[src/rtl/floating_point_multiplier.sv]
// Three-stage pipelined binary16 multiplier for the MAC lane: unpack/classify,
// significand product, then normalise, truncate and pack. en stalls every stage.
module floating_point_multiplier #(
  parameter int DATA_WIDTH = 16,
  parameter int EXP_WIDTH  = 5,
  parameter int MAN_WIDTH  = 10
) (
  input  logic                  clk,
  input  logic                  reset,
  input  logic                  en,
  input  logic                  in_valid,
  input  logic [DATA_WIDTH-1:0] a,
  input  logic [DATA_WIDTH-1:0] b,
  output logic [DATA_WIDTH-1:0] result,
  output logic                  out_valid
);

  localparam int SIG_WIDTH  = MAN_WIDTH + 1;
  localparam int PROD_WIDTH = 2 * SIG_WIDTH;
  localparam int SEXP_WIDTH = EXP_WIDTH + 2;

  localparam logic [EXP_WIDTH-1:0]         EXP_ALL_ONES = '1;
  localparam logic signed [SEXP_WIDTH-1:0] EXP_BIAS     = SEXP_WIDTH'((1 << (EXP_WIDTH - 1)) - 1);
  localparam logic signed [SEXP_WIDTH-1:0] EXP_LIMIT    = SEXP_WIDTH'((1 << EXP_WIDTH) - 1);
  localparam logic signed [SEXP_WIDTH-1:0] EXP_ZERO     = '0;
  localparam logic signed [SEXP_WIDTH-1:0] EXP_ONE      = SEXP_WIDTH'(1);

  localparam logic [DATA_WIDTH-1:0] QNAN_WORD = {1'b0, EXP_ALL_ONES, 1'b1, {(MAN_WIDTH-1){1'b0}}};

  typedef enum logic [1:0] {
    KIND_NORMAL,
    KIND_ZERO,
    KIND_INF,
    KIND_NAN
  } productKind_e;

  logic [EXP_WIDTH-1:0] expA, expB;
  logic [MAN_WIDTH-1:0] fracA, fracB;
  logic                 zeroA, zeroB, infA, infB, nanA, nanB;
  logic signed [SEXP_WIDTH-1:0] expSumComb;
  productKind_e         kindComb;

  assign expA  = a[DATA_WIDTH-2 -: EXP_WIDTH];
  assign expB  = b[DATA_WIDTH-2 -: EXP_WIDTH];
  assign fracA = a[MAN_WIDTH-1:0];
  assign fracB = b[MAN_WIDTH-1:0];

  // A zero exponent field counts as zero whatever the fraction, so subnormals flush here.
  assign zeroA = (expA == '0);
  assign zeroB = (expB == '0);
  assign infA  = (expA == EXP_ALL_ONES) && (fracA == '0);
  assign infB  = (expB == EXP_ALL_ONES) && (fracB == '0);
  assign nanA  = (expA == EXP_ALL_ONES) && (fracA != '0);
  assign nanB  = (expB == EXP_ALL_ONES) && (fracB != '0);

  assign expSumComb = $signed({2'b00, expA}) + $signed({2'b00, expB}) - EXP_BIAS;

  // Special-case priority: NaN (including inf x zero) beats inf beats zero.
  always_comb begin
    kindComb = KIND_NORMAL;
    if (nanA || nanB || (infA && zeroB) || (zeroA && infB)) begin
      kindComb = KIND_NAN;
    end else if (infA || infB) begin
      kindComb = KIND_INF;
    end else if (zeroA || zeroB) begin
      kindComb = KIND_ZERO;
    end
  end

  logic                         s1Valid;
  logic                         s1Sign;
  productKind_e                 s1Kind;
  logic signed [SEXP_WIDTH-1:0] s1Exp;
  logic [SIG_WIDTH-1:0]         s1SigA, s1SigB;

  // Stage 1: capture the unpacked operands with hidden bits restored.
  always_ff @(posedge clk) begin
    if (reset) begin
      s1Valid <= 1'b0;
      s1Sign  <= 1'b0;
      s1Kind  <= KIND_NORMAL;
      s1Exp   <= '0;
      s1SigA  <= '0;
      s1SigB  <= '0;
    end else if (en) begin
      s1Valid <= in_valid;
      s1Sign  <= a[DATA_WIDTH-1] ^ b[DATA_WIDTH-1];
      s1Kind  <= kindComb;
      s1Exp   <= expSumComb;
      s1SigA  <= {1'b1, fracA};
      s1SigB  <= {1'b1, fracB};
    end
  end

  logic                         s2Valid;
  logic                         s2Sign;
  productKind_e                 s2Kind;
  logic signed [SEXP_WIDTH-1:0] s2Exp;
  logic [PROD_WIDTH-1:0]        s2Prod;

  // Stage 2: full-width significand product, value in [1,4) with binary point below bit PROD_WIDTH-2.
  always_ff @(posedge clk) begin
    if (reset) begin
      s2Valid <= 1'b0;
      s2Sign  <= 1'b0;
      s2Kind  <= KIND_NORMAL;
      s2Exp   <= '0;
      s2Prod  <= '0;
    end else if (en) begin
      s2Valid <= s1Valid;
      s2Sign  <= s1Sign;
      s2Kind  <= s1Kind;
      s2Exp   <= s1Exp;
      s2Prod  <= PROD_WIDTH'(s1SigA) * PROD_WIDTH'(s1SigB);
    end
  end

  logic signed [SEXP_WIDTH-1:0] normExp;
  logic [MAN_WIDTH-1:0]         normFrac;
  logic [DATA_WIDTH-1:0]        packedComb;

  // Normalise by at most one place and drop the low bits (round toward zero).
  always_comb begin
    normExp    = s2Exp;
    normFrac   = s2Prod[PROD_WIDTH-3 -: MAN_WIDTH];
    packedComb = '0;
    if (s2Prod[PROD_WIDTH-1]) begin
      normExp  = s2Exp + EXP_ONE;
      normFrac = s2Prod[PROD_WIDTH-2 -: MAN_WIDTH];
    end
    case (s2Kind)
      KIND_NAN:  packedComb = QNAN_WORD;
      KIND_INF:  packedComb = {s2Sign, EXP_ALL_ONES, {MAN_WIDTH{1'b0}}};
      KIND_ZERO: packedComb = {s2Sign, {(DATA_WIDTH-1){1'b0}}};
      default: begin
        if (normExp >= EXP_LIMIT) begin
          packedComb = {s2Sign, EXP_ALL_ONES, {MAN_WIDTH{1'b0}}};
        end else if (normExp <= EXP_ZERO) begin
          packedComb = {s2Sign, {(DATA_WIDTH-1){1'b0}}};
        end else begin
          packedComb = {s2Sign, normExp[EXP_WIDTH-1:0], normFrac};
        end
      end
    endcase
  end

  // Stage 3: registered output; bubbles still update result but never assert out_valid.
  always_ff @(posedge clk) begin
    if (reset) begin
      result    <= '0;
      out_valid <= 1'b0;
    end else if (en) begin
      result    <= packedComb;
      out_valid <= s2Valid;
    end
  end

endmodule

[config.mk]
export PLATFORM = sky130hd
export DESIGN_NAME = floating_point_multiplier
export DESIGN_NICKNAME = d
export VERILOG_FILES = /design/src/rtl/floating_point_multiplier.sv
export SDC_FILE = /design/constraint.sdc
export NUM_CORES = 1
export LEC_CHECK = 0
export BUFFER_PORTS_ARGS = -buffer_cell sky130_fd_sc_hd__buf_4
export CAP_MARGIN = 20
export CORE_UTILIZATION = 35
export CTS_CLUSTER_SIZE = 25
export DETAILED_ROUTE_END_ITERATION = 10
export GPL_ROUTABILITY_DRIVEN = 0
export MAX_ROUTING_LAYER = met4
export PLACE_DENSITY_LB_ADDON = 0.2
export SLEW_MARGIN = 20
export SYNTH_ARGS = -nofsm -noshare
export SYNTH_HDL_FRONTEND = slang
export SYNTH_SLANG_ARGS = --single-unit
[constraint.sdc]
create_clock -name clk -period 6.17 [get_ports clk]
set_input_delay 0.9255 -clock clk [delete_from_list [all_inputs] [get_ports clk]]
set_output_delay 0.9255 -clock clk [all_outputs]
set_load 0.01 [all_outputs]
# Yosys cells after proc, flatten, opt, wreduce, memory -nomap -nowiden

Index checks and enable logic that the tools add are counted.

Memories kept: 0
Latch bits: 0
Memory bits (read-only): 0
Input bits: 36
Bits in writable memories: 0
Word-level logic and storage cells: 50
Bits in registers: 83
Output and inout port bits: 17

Equal/unequal tests: 5
Bitwise gates (word level): 1
Shifts and indexed selects: 0
Add/subtract/negate cells: 3
Reduce and logical (&&, ||, !) cells: 17
$lt $le $gt $ge: 2
Multipliers: 1
Div/mod/pow operators: 0
Multiplexer cells: 8

Operators with widths:

| operator                                                          | number |
|---|---|
| case mux 16 bit (3 select lines)                                  | 1 |
| two-way mux 15 bit                                                | 2 |
| multiplier 11 x 11 -> 22 bit                                      | 1 |
| zero test 10 bit                                                  | 2 |
| nonzero test 10 bit                                               | 2 |
| equality test 5 bit, second input constant                        | 2 |
| zero test 5 bit                                                   | 2 |
| two-way mux 10 bit                                                | 1 |
| adder 7 x 2 -> 7 bit, second input constant                       | 1 |
| greater-or-equal comparator 7 x 6 -> 1 bit, second input constant | 1 |
| less-or-equal comparator 7 x 1 -> 1 bit, second input constant    | 1 |
| two-way mux 7 bit                                                 | 1 |
| subtractor 6 x 4 -> 7 bit, second input constant                  | 1 |
| adder 5 x 5 -> 6 bit                                              | 1 |
| logical AND 1 bit                                                 | 6 |
| logical OR 1 bit                                                  | 5 |
| equality test 2 bit, second input constant                        | 2 |
| two-way mux 2 bit                                                 | 2 |
| equality test 2 x 1 -> 1 bit, second input constant               | 1 |
| two-way mux 1 bit                                                 | 1 |
| XOR 1 bit                                                         | 1 |

# Longest topological paths before layout

Gate-level depths: netlist of the first run.

Depth in word-level cells: 6
Gate-level depth with buffers: 20
Depth with buffers taken out: 18

# Worst setup path after synthesis of the first run

Ideal clock, no wire load.

Path kind: reg-to-reg
Start point: register s1SigA[10]
End point: register s2Prod[19]
Stages on the path, launching flop included: 19
Setup time: 0.122 ns
Data arrival time: 5.025 ns
Setup slack: 1.023 ns
Period minus slack after synthesis: 5.147 ns
Path buffers: 2
Required time: 6.048 ns
Cells stage by stage: dfxtp_1 clkbuf_1 nand2_1 fa_1 inv_1 fa_1 fa_1 fa_1 inv_1 fa_1 inv_1 ha_1 clkbuf_1 nand2_1 nor3_2 nand2_1 a311oi_1 a211oi_1 a311o_1

Word-level cells in the longest chain between the ends: 1

Ends and longest elaborated chain:

| what                         | RTL line | source |
|---|---|---|
| start: declaration           | 74       | `logic [SIG_WIDTH-1:0] s1SigA, s1SigB;` |
| start signal: assignment     | 90       | `s1SigA <= {1'b1, fracA};` |
| multiplier 11 x 11 -> 22 bit | 114      | `s2Prod <= PROD_WIDTH'(s1SigA) * PROD_WIDTH'(s1SigB);` |
| end signal: assignment       | 114      |  |
| end: declaration             | 99       | `logic [PROD_WIDTH-1:0] s2Prod;` |

No other way between the ends.
A chain may end at the register's enable or synchronous reset.

# Final worst setup path of the first run

Ends and elaborated chain as after synthesis.

==> results of run 1 <==
[registers in the layout, summed over array words and instances (netlist names)]
name / flops
s1SigA: 11
s2Valid: 1
s2Exp: 7
s2Kind: 2
s1Kind: 2
s1SigB: 10
s1Exp: 7
s2Sign: 1
s1Sign: 1
s1Valid: 1
result: 16
s2Prod: 12
out_valid: 1
[worst register-to-register path: stages (launching register included)]
cell,delay [ps]
dfxtp_1,750
nand2_1,170
fa_1,560
inv_1,60
fa_1,530
fa_1,450
fa_1,550
inv_1,50
fa_1,530
inv_1,50
ha_1,400
nand2_1,160
nor3_2,230
nand2_1,110
a311oi_1,320
a211oi_1,120
a311o_1,320
[where the power goes]
part	switching (mW)	internal [mW]
registers	0.0461	0.492
clock network	0.234	0.321
logic	0.179	0.140
[logic make-up (layout without fill, tap and decap cells)]
family | after synthesis | after routing | synth area share
mux | 51 | 51 | 0.0718
buf+inv | 158 | 178 | 0.0852
simple gates | 267 | 267 | 0.183
xor+xnor | 17 | 17 | 0.0204
compound gates | 99 | 99 | 0.107
fa+ha+maj | 147 | 147 | 0.334
flops | 72 | 72 | 0.197
[final cells by class]
class | count | share of cell area
Multi-Input combinational cell | 581 | 0.643
Sequential cell | 72 | 0.177
Timing Repair Buffer | 55 | 0.0507
Inverter | 107 | 0.0494
Tap cell | 270 | 0.0415
Clock buffer | 9 | 0.0277
Clock inverter | 7 | 0.0101
[per-stage QoR]
step	area, um^2	hold slack (ps)	cells	power (mW)
after floorplan	7300	421	811	0.766
after global placement	7830	463	1085	0.869
after detailed placement	7830	458	1085	0.868
after CTS	8140	473	1101	1.44
after global routing	8140	493	1101	1.49
final	8140	471	1101	1.41
[final timing paths]
path	to	cells past startpoint
max	s2Prod[19]	16
min	s2Prod[20]	1
max reg2reg	s2Prod[19]	16
min reg2reg	s2Prod[20]	1
[cell usage in the layout, fill, tap and decap left out, types with 4 or more instances in the layout]
master,Yosys,routed
inv_1,106,106
fa_1,80,80
nand2_1,78,78
dfxtp_1,72,72
ha_1,67,67
and2_1,65,65
nor2_1,65,65
buf_4,3,55
mux2i_1,40,40
xnor2_1,14,14
a21oi_1,14,14
a211oi_1,13,13
o21ai_0,10,10
mux2_2,10,10
a22o_1,10,10
nand3_1,9,9
a21o_1,9,9
clkbuf_16,0,9
nand2b_1,8,8
nor3_1,6,6
o31ai_1,5,5
or4_1,5,5
nor4_1,5,5
nand4_1,5,5
and3_1,5,5
o22ai_1,4,4
a31oi_1,4,4
[routing by layer]
| metal | wire (um) | global-route usage | part of all wire | vias to the layer above |
|---|---|---|---|---|
| met4 | 261 | 0.0495 | 0.015 | 0 |
| met3 | 662 | 0.0244 | 0.038 | 19 |
| met1 | 8630 | 0.243 | 0.50 | 2691 |
| met5 | 0 | - | 0 | - |
| met2 | 7770 | 0.275 | 0.45 | 98 |
| li1 | - | - | - | 2693 |
==> impl_results.md, run 1 <==
* Via count at 5501
* Post-cts sizing count at 0
* Crit. Startpoint: s1SigA[10]
* P_leak at around 4 nW
* Antenna diodes at 0
* Top Ports at 53
* CP Class: flop to flop
* Final hold vios at 0
* Util after Layout at 0.400
* Post-Synthesis Cells at 811
* Clock-pin transition on the worst setup and hold timing paths at 70 ps
* Top cell type by total area after synthesis: fa_1
* Status: finished clean
* Total Wirelength at 17300 um
* Tightest Pin Transition at 969 ps
* Post-DRT Antenna Nets at 0
* Yosys Warn Count at 0
* Final min period at 5470 ps
* Skew final at 13.6 ps
* Distinct cells, synth at 64
* Drt wl/cell at 15.7 um
* Slew Viols, Final at 0
* Rel. slew slack at 0.354
* Setup violators final at 0
* Critical path's top delay family: adder cells
* Clk root buf: clkbuf_16
* Vias in the first global route at 5600
* First-pass GRT wire length at 29400 um
* Largest net degree at the start of global routing at between 60 and 70
* CP arrival at between 5000 and 6000 ps
* PwrDens at 174 mW/mm^2
* Sequential area share after synthesis at 0.197
* CP bufs+invs at 3
* Rows at 52
* Worst skew pair latency at between 300 and 400 ps
* Iteration-0 DRC Markers at a little over 300
* Worst VDD drop at 0.114 mV
* TritonCTS clock tree: built
* #FFs+latches synth at 72
* Ys flop type: dfxtp_1
* Share of layout cells above drive strength 1 at 0.119
* Final WS setup at about 700 ps
* All-Layer GR Usage at 0.178
* CP endpoint kind: flop
* Die W at 146 um
* Max Buffers Root-to-Sink at 2
* Commonest cells post-synth: inv_1 (106), fa_1 (80), nand2_1 (78), dfxtp_1 (72), ha_1 (67)
* Slowest cell on crit path: dfxtp_1
* Critical Path Most Common Cell: fa_1
* H-tree Lvls at 3
* Max_cap viols at 0
* Die Span Y at 146 um
* CP max stage delay at 750 ps
* Post-CTS Repair Setup Buffers at 0
* Syn avg cell area at 9.00 um^2
* Reg2reg setup slack at 700 ps
* Total CTS buffers at 9
* Syn Nets at 994
* # DRC at 0
* Multi-input gate area at roughly 0.0052 mm^2
* Post-Syn Area at ~0.0073 mm^2
* Port-buffer cells at 52
* Critical Path, Cell by Cell: nand2_1 -> fa_1 -> inv_1 -> fa_1 -> fa_1 -> fa_1 -> inv_1 -> fa_1 -> inv_1 -> ha_1 -> nand2_1 -> nor3_2 -> nand2_1 -> a311oi_1 -> a211oi_1 -> a311o_1
* Critical Path Fanout Max at 22
* Area growth syn-to-layout at 11.5%
* Vias/cell at 5.00
* Most frequent cell after synthesis: inv_1
* Initial antenna violation count at 0
* Number of synthesized flops with an enable pin at 0
* Fillers at around 2000
* Core ar. at 0.0204 mm^2
* Final #Nets at about 1000
* Hold WC Path Type: flop to flop
* 1st-pass router iterations at 5
* Total gr overflow at 0
* Initial Util at 0.358
* Die area at 0.0214 mm^2
* FF/Latch Area at 0.00144 mm^2
* Largest cells by area after synthesis: fa_1 (22%), dfxtp_1 (20%), ha_1 (11%), and2_1 (5.6%), mux2i_1 (5.5%)
* FF-to-FF Start: s1SigA[10]
* WP data required at around 6400 ps
* Post-place setup slack at 651 ps
* FMAX at approximately 180 MHz
* Min-delay src: s2Prod[20]
* Synth top area share at 0.219
* RSZ-0062 raised after global routing: false
* Final Cycle Share at 0.887
* DP HPWL at 13400 um
* Clk sinks at 72
* Cts hold-fix bufs at 0
* Setup TNS at 0 ps
* Ys async rst share at 0
* CP startpoint kind: flop
Note: power is estimated with default switching activity, not from simulation.
==> run 2, diff against run 1 <==
CORE_MARGIN = 3   (was unset)
CTS_CLUSTER_SIZE = unset   (was 25)
==> run 2 against run 1 <==
Compared with the run above: non-clock buffer count increased by 3; worst setup slack got worse by 47 ps; combinational power is 2% higher; routed wire length grew 1.2%; clock skew fell by 2.2 ps; sequential share of layout area hardly changed; critical path type unchanged; largest cell class unchanged; highest routed layer unchanged.
==> impl_results.md, run 2 (synthesized netlist as in run 1, its figures left out) <==
* Status: finished clean
* Switching Share at 0.324
* Rel. slew slack at 0.372
* Antenna diodes at 0
* Total CTS buffers at 9
* Reg2reg setup slack at 650 ps
* P_leak at about 3.9 nW
* Slew Viols, Final at 0
* Final hold vios at 0
* Initial antenna violation count at 0
* FMAX at between 150 and 200 MHz
* CP startpoint kind: flop
* Setup violators final at 0
* Final #Nets at 1012
* Post-DRT Antenna Nets at 0
* Port-buffer cells at 52
* Rows at 52
* Combinational share of power at 0.230
* Vias/cell at slightly below 5
* Cts hold-fix bufs at 0
* Skew final at 11.4 ps
* CP endpoint kind: flop
* Top Ports at 53
* Critical Path Most Common Cell: fa_1
* Clock-pin transition on the worst setup and hold timing paths at 70 ps
* CP arrival at around 5800 ps
* CP Class: flop to flop
* Vias in the first global route at ~5800
* Top Registers: result: 16 flops, s2Prod: 12 flops, s1SigA: 11 flops
* Critical Path Fanout Max at 22
* Clk sinks at 72
* DP HPWL at 13600 um
* Clk root buf: clkbuf_16
* Setup TNS at 0 ps
* RSZ-0062 raised after global routing: false
* Area growth syn-to-layout at 11.8%
* First-pass GRT wire length at 29900 um
* Post-cts sizing count at 0
* CP bufs+invs at 3
* Die area at 0.0226 mm^2
* Max Buffers Root-to-Sink at 2
* Reg2reg path depth at 16
* Core ar. at 0.0204 mm^2
* Total Wirelength at 17500 um
* Min-delay src: s2Prod[10]
* P_sw at about 0.46 mW
* Worst skew pair latency at between 300 and 400 ps
* Hold WC Path Type: flop to flop
* Max_cap viols at 0
* Critical Path, Cell by Cell: nand2_1 -> fa_1 -> inv_1 -> fa_1 -> fa_1 -> fa_1 -> inv_1 -> fa_1 -> inv_1 -> ha_1 -> nand2_1 -> nor3_2 -> nand2_1 -> a311oi_1 -> a211oi_1 -> a311o_1
* Final Cycle Share at 0.895
* Worst VDD drop at between 0.1 and 0.15 mV
* Total gr overflow at 0
* Die Span Y at 150 um
* Number of flip-flops in the largest register at 16
* Reg2Reg Capture Point: s2Prod[19]
* Worst Hold Depth at 2
* Fillers at 2047
* Slowest cell on crit path: dfxtp_1
* Drt wl/cell at 15.9 um
* PwrDens at about 170 mW/mm^2
* FF-to-FF Start: s1SigA[10]
* Final instance area at 0.00816 mm^2
* Internal power at between 0.9 and 1 mW
* Die W at 150 um
* All-Layer GR Usage at 0.170
* H-tree Lvls at 3
* Initial Util at 0.358
* # DRC at 0
* Final WS setup at 649 ps
* WHS Endpoint: s2Prod[10]
* Post-place setup slack at 647 ps
* Commonest non-fill, non-tap cell in the layout: inv_1
* CP max stage delay at 780 ps
* Util after Layout at 0.401
* Critical path's top delay family: adder cells
* WP data required at 6400 ps
* Clock power share at 0.391
* Largest Register: result
* TritonCTS clock tree: built
* Tightest Pin Transition at 942 ps
* Iteration-0 DRC Markers at 337
* 1st-pass router iterations at 4
* Placed inst area at 0.00785 mm^2
* Largest net degree at the start of global routing at 67
* Share of layout cells above drive strength 1 at 0.122
* Final min period at ~5500 ps
* Post-CTS Repair Setup Buffers at 0
* Commonest cells after routing, fill and taps aside: inv_1 (106), fa_1 (80), nand2_1 (78)
* Via count at 5492
* Sequential fraction of design power at 0.380
==> run 2: routing by layer <==
layer  routed length, um  global-route usage  share of wire  vias to the layer above
li1                    -                   -              -                     2694
met1                8580               0.239           0.49                     2667
met2                7870               0.260           0.45                      118
met3                 814              0.0244          0.046                       13
met4                 261              0.0416          0.015                        0
met5                   0                   -              0                        -
==> run 2: power groups by stage <==
stage,combinational (mW),sequential (mW),clock [mW]
6_report,0.325,0.537,0.552
5_1_grt,0.370,0.543,0.581
2_1_floorplan,0.250,0.517,0
3_3_place_gp,0.324,0.547,0
3_5_place_dp,0.322,0.547,0
4_1_cts,0.328,0.537,0.565
==> run 2: final cells by class <==
| cell class | count | area (um^2) | share of cell area |
|---|---|---|---|
| Tap cell | 270 | 338 | 0.0414 |
| Sequential cell | 72 | 1440 | 0.177 |
| Clock buffer | 9 | 225 | 0.0276 |
| Timing Repair Buffer | 58 | 435 | 0.0534 |
| Inverter | 107 | 402 | 0.0492 |
| Multi-Input combinational cell | 581 | 5240 | 0.642 |
| Clock inverter | 7 | 82.6 | 0.0101 |
==> run 2: how the worst max path moves through the flow <==
stage / slack (ps) / startpoint / to / cells after the start
finish: 650 / s1SigA[10] / s2Prod[19] / 16
global placement: 660 / s1SigA[10] / s2Prod[16] / 16
floorplan: 1020 / s1SigA[10] / s2Prod[19] / 18
global route: 220 / s1SigA[10] / s2Prod[17] / 16
CTS: 630 / s1SigA[10] / s2Prod[19] / 16
detailed placement: 650 / s1SigA[10] / s2Prod[19] / 16
==> run 2: stage by stage <==
step                std cells  hold WS, ps  power [mW]
detailed placement       1088          460       0.870
floorplan                 811          421       0.766
global route             1104          496        1.49
finish                   1104          461        1.41
CTS                      1104          474        1.43
global placement         1088          440       0.872
==> run 2: worst register-to-register path, stage by stage, from the launching register on <==
cell	delay [ps]
dfxtp_1	780
nand2_1	170
fa_1	560
inv_1	50
fa_1	530
fa_1	450
fa_1	560
inv_1	60
fa_1	550
inv_1	50
ha_1	400
nand2_1	150
nor3_2	220
nand2_1	110
a311oi_1	330
a211oi_1	120
a311o_1	330
